--- src/rtl/jk_drv_pkg.sv ---
// Shared types and constants for the JK bank driver: FSM state encoding,
// error counter width and a saturating increment helper.
package jk_drv_pkg;

  typedef enum logic [1:0] {
    RUN   = 2'd0,
    FAULT = 2'd1,
    SYNC  = 2'd2
  } drv_state_e;

  localparam int ERR_CNT_W = 8;
  localparam logic [ERR_CNT_W-1:0] ERR_CNT_MAX = '1;

  // Increment the error counter, sticking at its maximum value
  function automatic logic [ERR_CNT_W-1:0] sat_inc(input logic [ERR_CNT_W-1:0] v);
    return (v == ERR_CNT_MAX) ? v : v + 1'b1;
  endfunction

endpackage

--- src/rtl/jk_seq_driver_if.sv ---
// Control/feedback bundle between the JK bank driver and its environment.
// The master side supplies controls and bank feedback, the slave side is
// the driver itself.
interface jk_seq_driver_if import jk_drv_pkg::*; #(
  parameter int WIDTH = 3
);

  logic                 en;
  logic                 up;
  logic                 load;
  logic [WIDTH-1:0]     load_val;
  logic                 halt_on_err;
  logic                 clr_err;
  logic [WIDTH-1:0]     q_fb;

  logic [WIDTH-1:0]     j;
  logic [WIDTH-1:0]     k;
  logic [WIDTH-1:0]     count;
  logic                 tc;
  logic                 mismatch;
  logic                 load_err;
  logic [ERR_CNT_W-1:0] err_cnt;
  logic                 fault;

  modport master (
    output en, up, load, load_val, halt_on_err, clr_err, q_fb,
    input  j, k, count, tc, mismatch, load_err, err_cnt, fault
  );

  modport slave (
    input  en, up, load, load_val, halt_on_err, clr_err, q_fb,
    output j, k, count, tc, mismatch, load_err, err_cnt, fault
  );

endinterface

--- src/rtl/jk_excite.sv ---
// Single-bit JK excitation: chooses J/K so a JK flop moves from cur to nxt.
// Don't-care entries are resolved to 0, so J=K=1 (toggle) never appears.
module jk_excite (
  input  logic cur,
  input  logic nxt,
  output logic j,
  output logic k
);

  // Set only on a 0->1 step, reset only on a 1->0 step, otherwise hold
  always_comb begin
    j = ~cur & nxt;
    k = cur & ~nxt;
  end

endmodule

--- src/rtl/jk_seq_driver.sv ---
// Excitation-side controller for a bank of WIDTH external JK flops.
// Tracks the expected mod-MOD up/down/load count, generates J/K so the bank
// follows it, and compares the bank's Q feedback against the expected count
// every RUN cycle. Mismatches are counted and can halt the bank in FAULT,
// from which clr_err recovers through a one-cycle SYNC clear.
module jk_seq_driver import jk_drv_pkg::*; #(
  parameter int WIDTH = 3,
  parameter int MOD   = 8
) (
  input logic             CLK,
  input logic             rst_n,
  jk_seq_driver_if.slave  bus
);

  localparam logic [1:0]       ST_RUN   = RUN;
  localparam logic [1:0]       ST_FAULT = FAULT;
  localparam logic [1:0]       ST_SYNC  = SYNC;
  localparam logic [WIDTH-1:0] CNT_MAX  = WIDTH'(MOD - 1);
  localparam logic [WIDTH:0]   MOD_W    = (WIDTH + 1)'(MOD);

  logic [1:0]           state_q, state_d;
  logic [WIDTH-1:0]     count_q, count_d;
  logic [ERR_CNT_W-1:0] err_cnt_q, err_cnt_d;
  logic [ERR_CNT_W-1:0] err_base;

  logic [WIDTH-1:0]     nxt;
  logic                 load_rej;
  logic                 in_run;
  logic                 tc_c;
  logic                 mismatch_c;
  logic                 load_err_c;

  logic [WIDTH-1:0]     cur_x, nxt_x;
  logic [WIDTH-1:0]     j_w, k_w;

  assign in_run = (state_q == ST_RUN);

  // Next target for the bank in RUN: load (if in range) beats en, wrap at MOD
  always_comb begin
    nxt      = count_q;
    load_rej = 1'b0;
    if (bus.load) begin
      if ({1'b0, bus.load_val} < MOD_W) begin
        nxt = bus.load_val;
      end else begin
        load_rej = 1'b1;
      end
    end else if (bus.en) begin
      if (bus.up) begin
        nxt = (count_q == CNT_MAX) ? '0 : count_q + 1'b1;
      end else begin
        nxt = (count_q == '0) ? CNT_MAX : count_q - 1'b1;
      end
    end
  end

  // Status outputs, only meaningful in RUN and forced low while in reset
  always_comb begin
    tc_c       = rst_n & in_run & bus.en &
                 ((bus.up & (count_q == CNT_MAX)) | (~bus.up & (count_q == '0)));
    mismatch_c = rst_n & in_run & (bus.q_fb != count_q);
    load_err_c = rst_n & in_run & load_rej;
  end

  // Pick the (cur, nxt) pair fed to the excitation map: track in RUN, hold in
  // FAULT (same value both sides), clear every bit in SYNC, silent in reset
  always_comb begin
    cur_x = count_q;
    nxt_x = nxt;
    if (!rst_n) begin
      cur_x = '0;
      nxt_x = '0;
    end else if (state_q == ST_FAULT) begin
      cur_x = count_q;
      nxt_x = count_q;
    end else if (state_q == ST_SYNC) begin
      cur_x = '1;
      nxt_x = '0;
    end
  end

  for (genvar i = 0; i < WIDTH; i++) begin : g_excite
    jk_excite u_excite (
      .cur (cur_x[i]),
      .nxt (nxt_x[i]),
      .j   (j_w[i]),
      .k   (k_w[i])
    );
  end

  // FSM, count and error counter next-state; a mismatch in the same cycle as
  // clr_err lands on top of the cleared value
  always_comb begin
    state_d   = state_q;
    count_d   = count_q;
    err_cnt_d = err_cnt_q;
    err_base  = bus.clr_err ? '0 : err_cnt_q;
    case (state_q)
      ST_RUN: begin
        count_d   = nxt;
        err_cnt_d = mismatch_c ? sat_inc(err_base) : err_base;
        if (mismatch_c && bus.halt_on_err) begin
          state_d = ST_FAULT;
        end
      end
      ST_FAULT: begin
        if (bus.clr_err) begin
          state_d   = ST_SYNC;
          err_cnt_d = '0;
        end
      end
      ST_SYNC: begin
        count_d = '0;
        state_d = ST_RUN;
      end
      default: begin
        count_d = '0;
        state_d = ST_RUN;
      end
    endcase
  end

  // State registers, reset together with the JK bank to count 0
  always_ff @(posedge CLK or negedge rst_n) begin
    if (!rst_n) begin
      state_q   <= ST_RUN;
      count_q   <= '0;
      err_cnt_q <= '0;
    end else begin
      state_q   <= state_d;
      count_q   <= count_d;
      err_cnt_q <= err_cnt_d;
    end
  end

  assign bus.j        = j_w;
  assign bus.k        = k_w;
  assign bus.count    = count_q;
  assign bus.tc       = tc_c;
  assign bus.mismatch = mismatch_c;
  assign bus.load_err = load_err_c;
  assign bus.err_cnt  = err_cnt_q;
  assign bus.fault    = (state_q == ST_FAULT);

endmodule

--- src/flat_wrapper.sv ---
// flat-port wrapper written by rule: the top's interface ports become plain ports
module jk_seq_driver_flat import jk_drv_pkg::*;
#(
  parameter int WIDTH = 3,
  parameter int MOD   = 8
)
  (CLK, rst_n, bus_en, bus_up, bus_load, bus_load_val, bus_halt_on_err, bus_clr_err, bus_q_fb, bus_j, bus_k, bus_count, bus_tc, bus_mismatch, bus_load_err, bus_err_cnt, bus_fault);
  jk_seq_driver_if #(.WIDTH(WIDTH)) bus_i ();
  input logic CLK;
  input logic rst_n;
  input wire logic [$bits(bus_i.en)-1:0] bus_en;
  input wire logic [$bits(bus_i.up)-1:0] bus_up;
  input wire logic [$bits(bus_i.load)-1:0] bus_load;
  input wire logic [$bits(bus_i.load_val)-1:0] bus_load_val;
  input wire logic [$bits(bus_i.halt_on_err)-1:0] bus_halt_on_err;
  input wire logic [$bits(bus_i.clr_err)-1:0] bus_clr_err;
  input wire logic [$bits(bus_i.q_fb)-1:0] bus_q_fb;
  output wire logic [$bits(bus_i.j)-1:0] bus_j;
  output wire logic [$bits(bus_i.k)-1:0] bus_k;
  output wire logic [$bits(bus_i.count)-1:0] bus_count;
  output wire logic [$bits(bus_i.tc)-1:0] bus_tc;
  output wire logic [$bits(bus_i.mismatch)-1:0] bus_mismatch;
  output wire logic [$bits(bus_i.load_err)-1:0] bus_load_err;
  output wire logic [$bits(bus_i.err_cnt)-1:0] bus_err_cnt;
  output wire logic [$bits(bus_i.fault)-1:0] bus_fault;
  assign bus_i.en = bus_en;
  assign bus_i.up = bus_up;
  assign bus_i.load = bus_load;
  assign bus_i.load_val = bus_load_val;
  assign bus_i.halt_on_err = bus_halt_on_err;
  assign bus_i.clr_err = bus_clr_err;
  assign bus_i.q_fb = bus_q_fb;
  assign bus_j = bus_i.j;
  assign bus_k = bus_i.k;
  assign bus_count = bus_i.count;
  assign bus_tc = bus_i.tc;
  assign bus_mismatch = bus_i.mismatch;
  assign bus_load_err = bus_i.load_err;
  assign bus_err_cnt = bus_i.err_cnt;
  assign bus_fault = bus_i.fault;
  jk_seq_driver #(.WIDTH(WIDTH), .MOD(MOD)) u_core (.CLK(CLK), .rst_n(rst_n), .bus(bus_i));
endmodule
--- config.mk ---
export PLATFORM = sky130hd
export DESIGN_NAME = jk_seq_driver_flat
export DESIGN_NICKNAME = d
export VERILOG_FILES = /design/src/rtl/jk_drv_pkg.sv /design/src/rtl/jk_seq_driver_if.sv /design/src/rtl/jk_excite.sv /design/src/rtl/jk_seq_driver.sv /design/src/flat_wrapper.sv
export SDC_FILE = /design/constraint.sdc
export NUM_CORES = 1
export LEC_CHECK = 0
export ABC_AREA = 1
export CORE_MARGIN = 5
export CORE_UTILIZATION = 51
export CTS_CLUSTER_SIZE = 16
export DETAILED_ROUTE_END_ITERATION = 10
export PLACE_DENSITY_LB_ADDON = 0.15
export SLEW_MARGIN = 10
export SYNTH_ARGS = -nofsm -noshare
export SYNTH_HDL_FRONTEND = slang
export SYNTH_SLANG_ARGS = --single-unit
export TNS_END_PERCENT = 30
--- constraint.sdc ---
create_clock -name CLK -period 5.2 [get_ports CLK]
set_input_delay 1.56 -clock CLK [delete_from_list [all_inputs] [get_ports CLK]]
set_output_delay 1.56 -clock CLK [all_outputs]
set_load 0.01 [all_outputs]
==> results.yml <==
outcome:
  outcome: "complete, no violations"
grt:
  grt_pass1_wl_um: 5200
  grt_pass1_vias: 1174
  grt-ovfl-total: 0
  grt_max_degree: 20
  grt_use_total_pct: 19.4
  antenna_found_initial: 0
yosys:
  synth_compound_area_share_pct: 6.54
  synth_fp_nets: 206
  ys_async_sr_fraction_pct: 100
  ys_ff_latch: 13
  synth_edf_count: 0
  yosysWarnings: 0
  ys_seq_area_share_pct: 26.6
  synth_top_family_by_area: "simple AND/OR/NAND/NOR gates"
  muxShareOfSynthArea_pct: 0
  syn-cell-area_sq_mm: 0.00122
  synth_xor_area_share_pct: 3.58
  postSynthCellCount: 188
  yosys.area_share.simple_pct: 45.9
  synth_top_cell_area_share_pct: 26.6
  synth_common_cells: "62 x nand2_1, 23 x nand3_1, 17 x inv_1, 15 x nor2_1, 13 x dfrtp_1"
  synth.most_common_cell: "nand2_1"
  synthDistinctLibCells: 24
  ys_top_cells_by_area: "dfrtp_1 27%, nand2_1 19%, nand3_1 9.4%, inv_1 5.2%, ha_1 5.1%"
  avgSynthCellArea_sq_um: 6.51
  synth-main-ff-cell: "dfrtp_1"
  synth_top_area_cell: "dfrtp_1"
  synthAdderAreaFrac_pct: 5.11
setup_path:
  crit_top_cell: "nand2_1"
  crit_buf_inv: 2
  critPathRequiredTime_ns: 3.64
  r2r_cells: 10
  rrSetupSlack_ns: 3.53
  slowest_stage: "clkdlybuf4s50_1"
  cp.arrival_ns: 3.25
  path_depth: 9
  startpoint_type: "primary input"
  crit_fanout: 4
  crit_chain: "clkdlybuf4s50_1 > nor2_1 > nand2_1 > nand2_1 > nand3_1 > nand3_1 > nand2_1 > nor2_1 > clkdlybuf4s50_1"
  max_stage_delay_ns: 0.54
  end_kind: "output pin"
  path_class: "in2out"
  crit_family: "buffers and inverters"
floorplan:
  coreArea_sq_mm: 0.00225
  io_pins: 34
  die_x_um: 59.0
  start_util_pct: 54.3
  die_area_sq_mm: 0.00348
  rows: 17
  die_h_um: 59.0
power_and_ir_drop:
  p_leak_uw: 0.000783
  power.density_mw_per_mm2: 366
  vdd_drop_max_v: 0.000271
detailed_routing:
  viasPerCell: 5.22
  finalWirelength_um: 3220
  drc: 0
  firstDrtPassIters: 4
  drtIter0Drc: 72
  ant_nets: 0
  wl_per_cell_um: 13.1
  vias: 1280
clock_network:
  cts_tree: "done"
  cts.clk_slew.worst_paths_ns: 0.06
  cts_setup_buffers: 0
  cts_root_buf: "clkbuf_4"
  cts_buffer_depth: 2
  cts_sinks: 13
  hold_buffers: 0
  clock_latency_ns: 0.29
  cts_made_buffers: 3
  htree_levels: 1
  cts_resized: 0
layout:
  drive_above_1_share_pct: 10.6
  fin_nets: 236
  area_delta_synth_final_pct: 27.1
  diodes: 0
  fillers: 197
sta:
  rsz0062_at_grt: "no"
  slew_violations: 0
  period_minus_slack_ns: 4.81
  fin_tns_setup_ns: 0
  finalSetupViolations: 0
  setup_ws_ns: 0.387
  fmax_mhz: 208
  finalCritPeriodShare_pct: 92.6
  final-hold-violation-count: 0
  skew_ns: 0.0155
flow_run:
  maxCapViolCount: 0
worst_hold_path:
  hold_path.class: "reg2reg"
  hold_depth: 2
place:
  port_buffers: 32
  post-place-ws_ns: 0.396
  place.gp.congestion: 0.927
  hpwlAfterDp_um: 2580
metrics by stage:
step | utilization, % | instance area [sq um] | cells | hold WS (ns) | power (uW)
after floorplan | - | 1220 | 188 | 0.550 | 386
after global placement | 67.8 | 1530 | 241 | 0.532 | 496
after detailed placement | 67.8 | 1530 | 241 | 0.545 | 507
after CTS | 69.0 | 1560 | 245 | 0.567 | 572
after global routing | 69.0 | 1560 | 245 | 0.610 | 615
final | 69.0 | 1560 | 245 | 0.565 | 570
worst paths after layout:
path	from	to
worst max-delay path	bus_up	bus_k[2]
worst min-delay path	u_core.bus.err_cnt[5]$_DFFE_PN0P_	u_core.bus.err_cnt[5]$_DFFE_PN0P_
worst max register to register	u_core.bus.count[0]$_DFFE_PN0N_	u_core.bus.count[1]$_DFFE_PN0N_
worst min register to register	u_core.bus.err_cnt[5]$_DFFE_PN0P_	u_core.bus.err_cnt[5]$_DFFE_PN0P_
max in group asynchronous	rst_n	u_core.bus.err_cnt[0]$_DFFE_PN0P_
min in group asynchronous	rst_n	u_core.bus.err_cnt[1]$_DFFE_PN0P_
routing by layer:
| layer | global-route usage [%] | part of all wire, % | vias up |
|---|---|---|---|
| met3 | 4.36 | 5.8 | 7 |
| li1 | - | - | 649 |
| met2 | 30.8 | 46 | 42 |
| met1 | 26.1 | 47 | 582 |
| met4 | 6.15 | 1.7 | 0 |
| met5 | 0 | 0 | - |
cell families (layout without fill, tap and decap cells):
group	after synthesis	in the layout
DFF	13	13
other	1	1
AOI/OAI and AO/OA	16	16
buffers and inverters	31	60
adders and majority gates	5	5
xor gates and xnor gates	5	5
and+or+nand+nor	117	117
area by class of cell:
class | instances | area (sq um) | share of cell area (%)
well taps | 28 | 35.0 | 2.25
inverters | 23 | 88.8 | 5.71
clock buffers | 4 | 26.3 | 1.69
multi-input cells | 144 | 752 | 48.4
repair buffers | 33 | 328 | 21.1
flip-flops and latches | 13 | 325 | 20.9
worst reg2reg max path, delay by kind of cell (launching register included):
family,cells,cell delay (ns)
adders and majority gates,1,0.21
buffers and inverters,2,0.20
DFF,1,0.55
and+or+nand+nor,7,0.60
flip-flops by register name (all words and copies together), names as in the netlist:
name,flops
u_core.bus.err_cnt,8
u_core.state_q,2
u_core.bus.count,3
report_power, final:
| group | switching (uW) | leakage [uW] | internal, uW |
|---|---|---|---|
| Combinational | 179 | 0.000597 | 154 |
| Sequential | 50.1 | 0.000172 | 124 |
| Clock | 32.7 | 0.0000150 | 29.8 |
layout by cell type, fill, tap and decap left out, drive strengths merged:
cell type	n
nand2	64
clkdlybuf4s50	32
nand3	24
inv	23
nor2	22
dfrtp	13
o21ai	10
a21oi	6
xnor2	5
ha	5
clkbuf	4
or2	2
nand3b	2
nand4	2
nor4	1
conb	1
buf	1
Note: power is estimated with default switching activity, not from simulation.
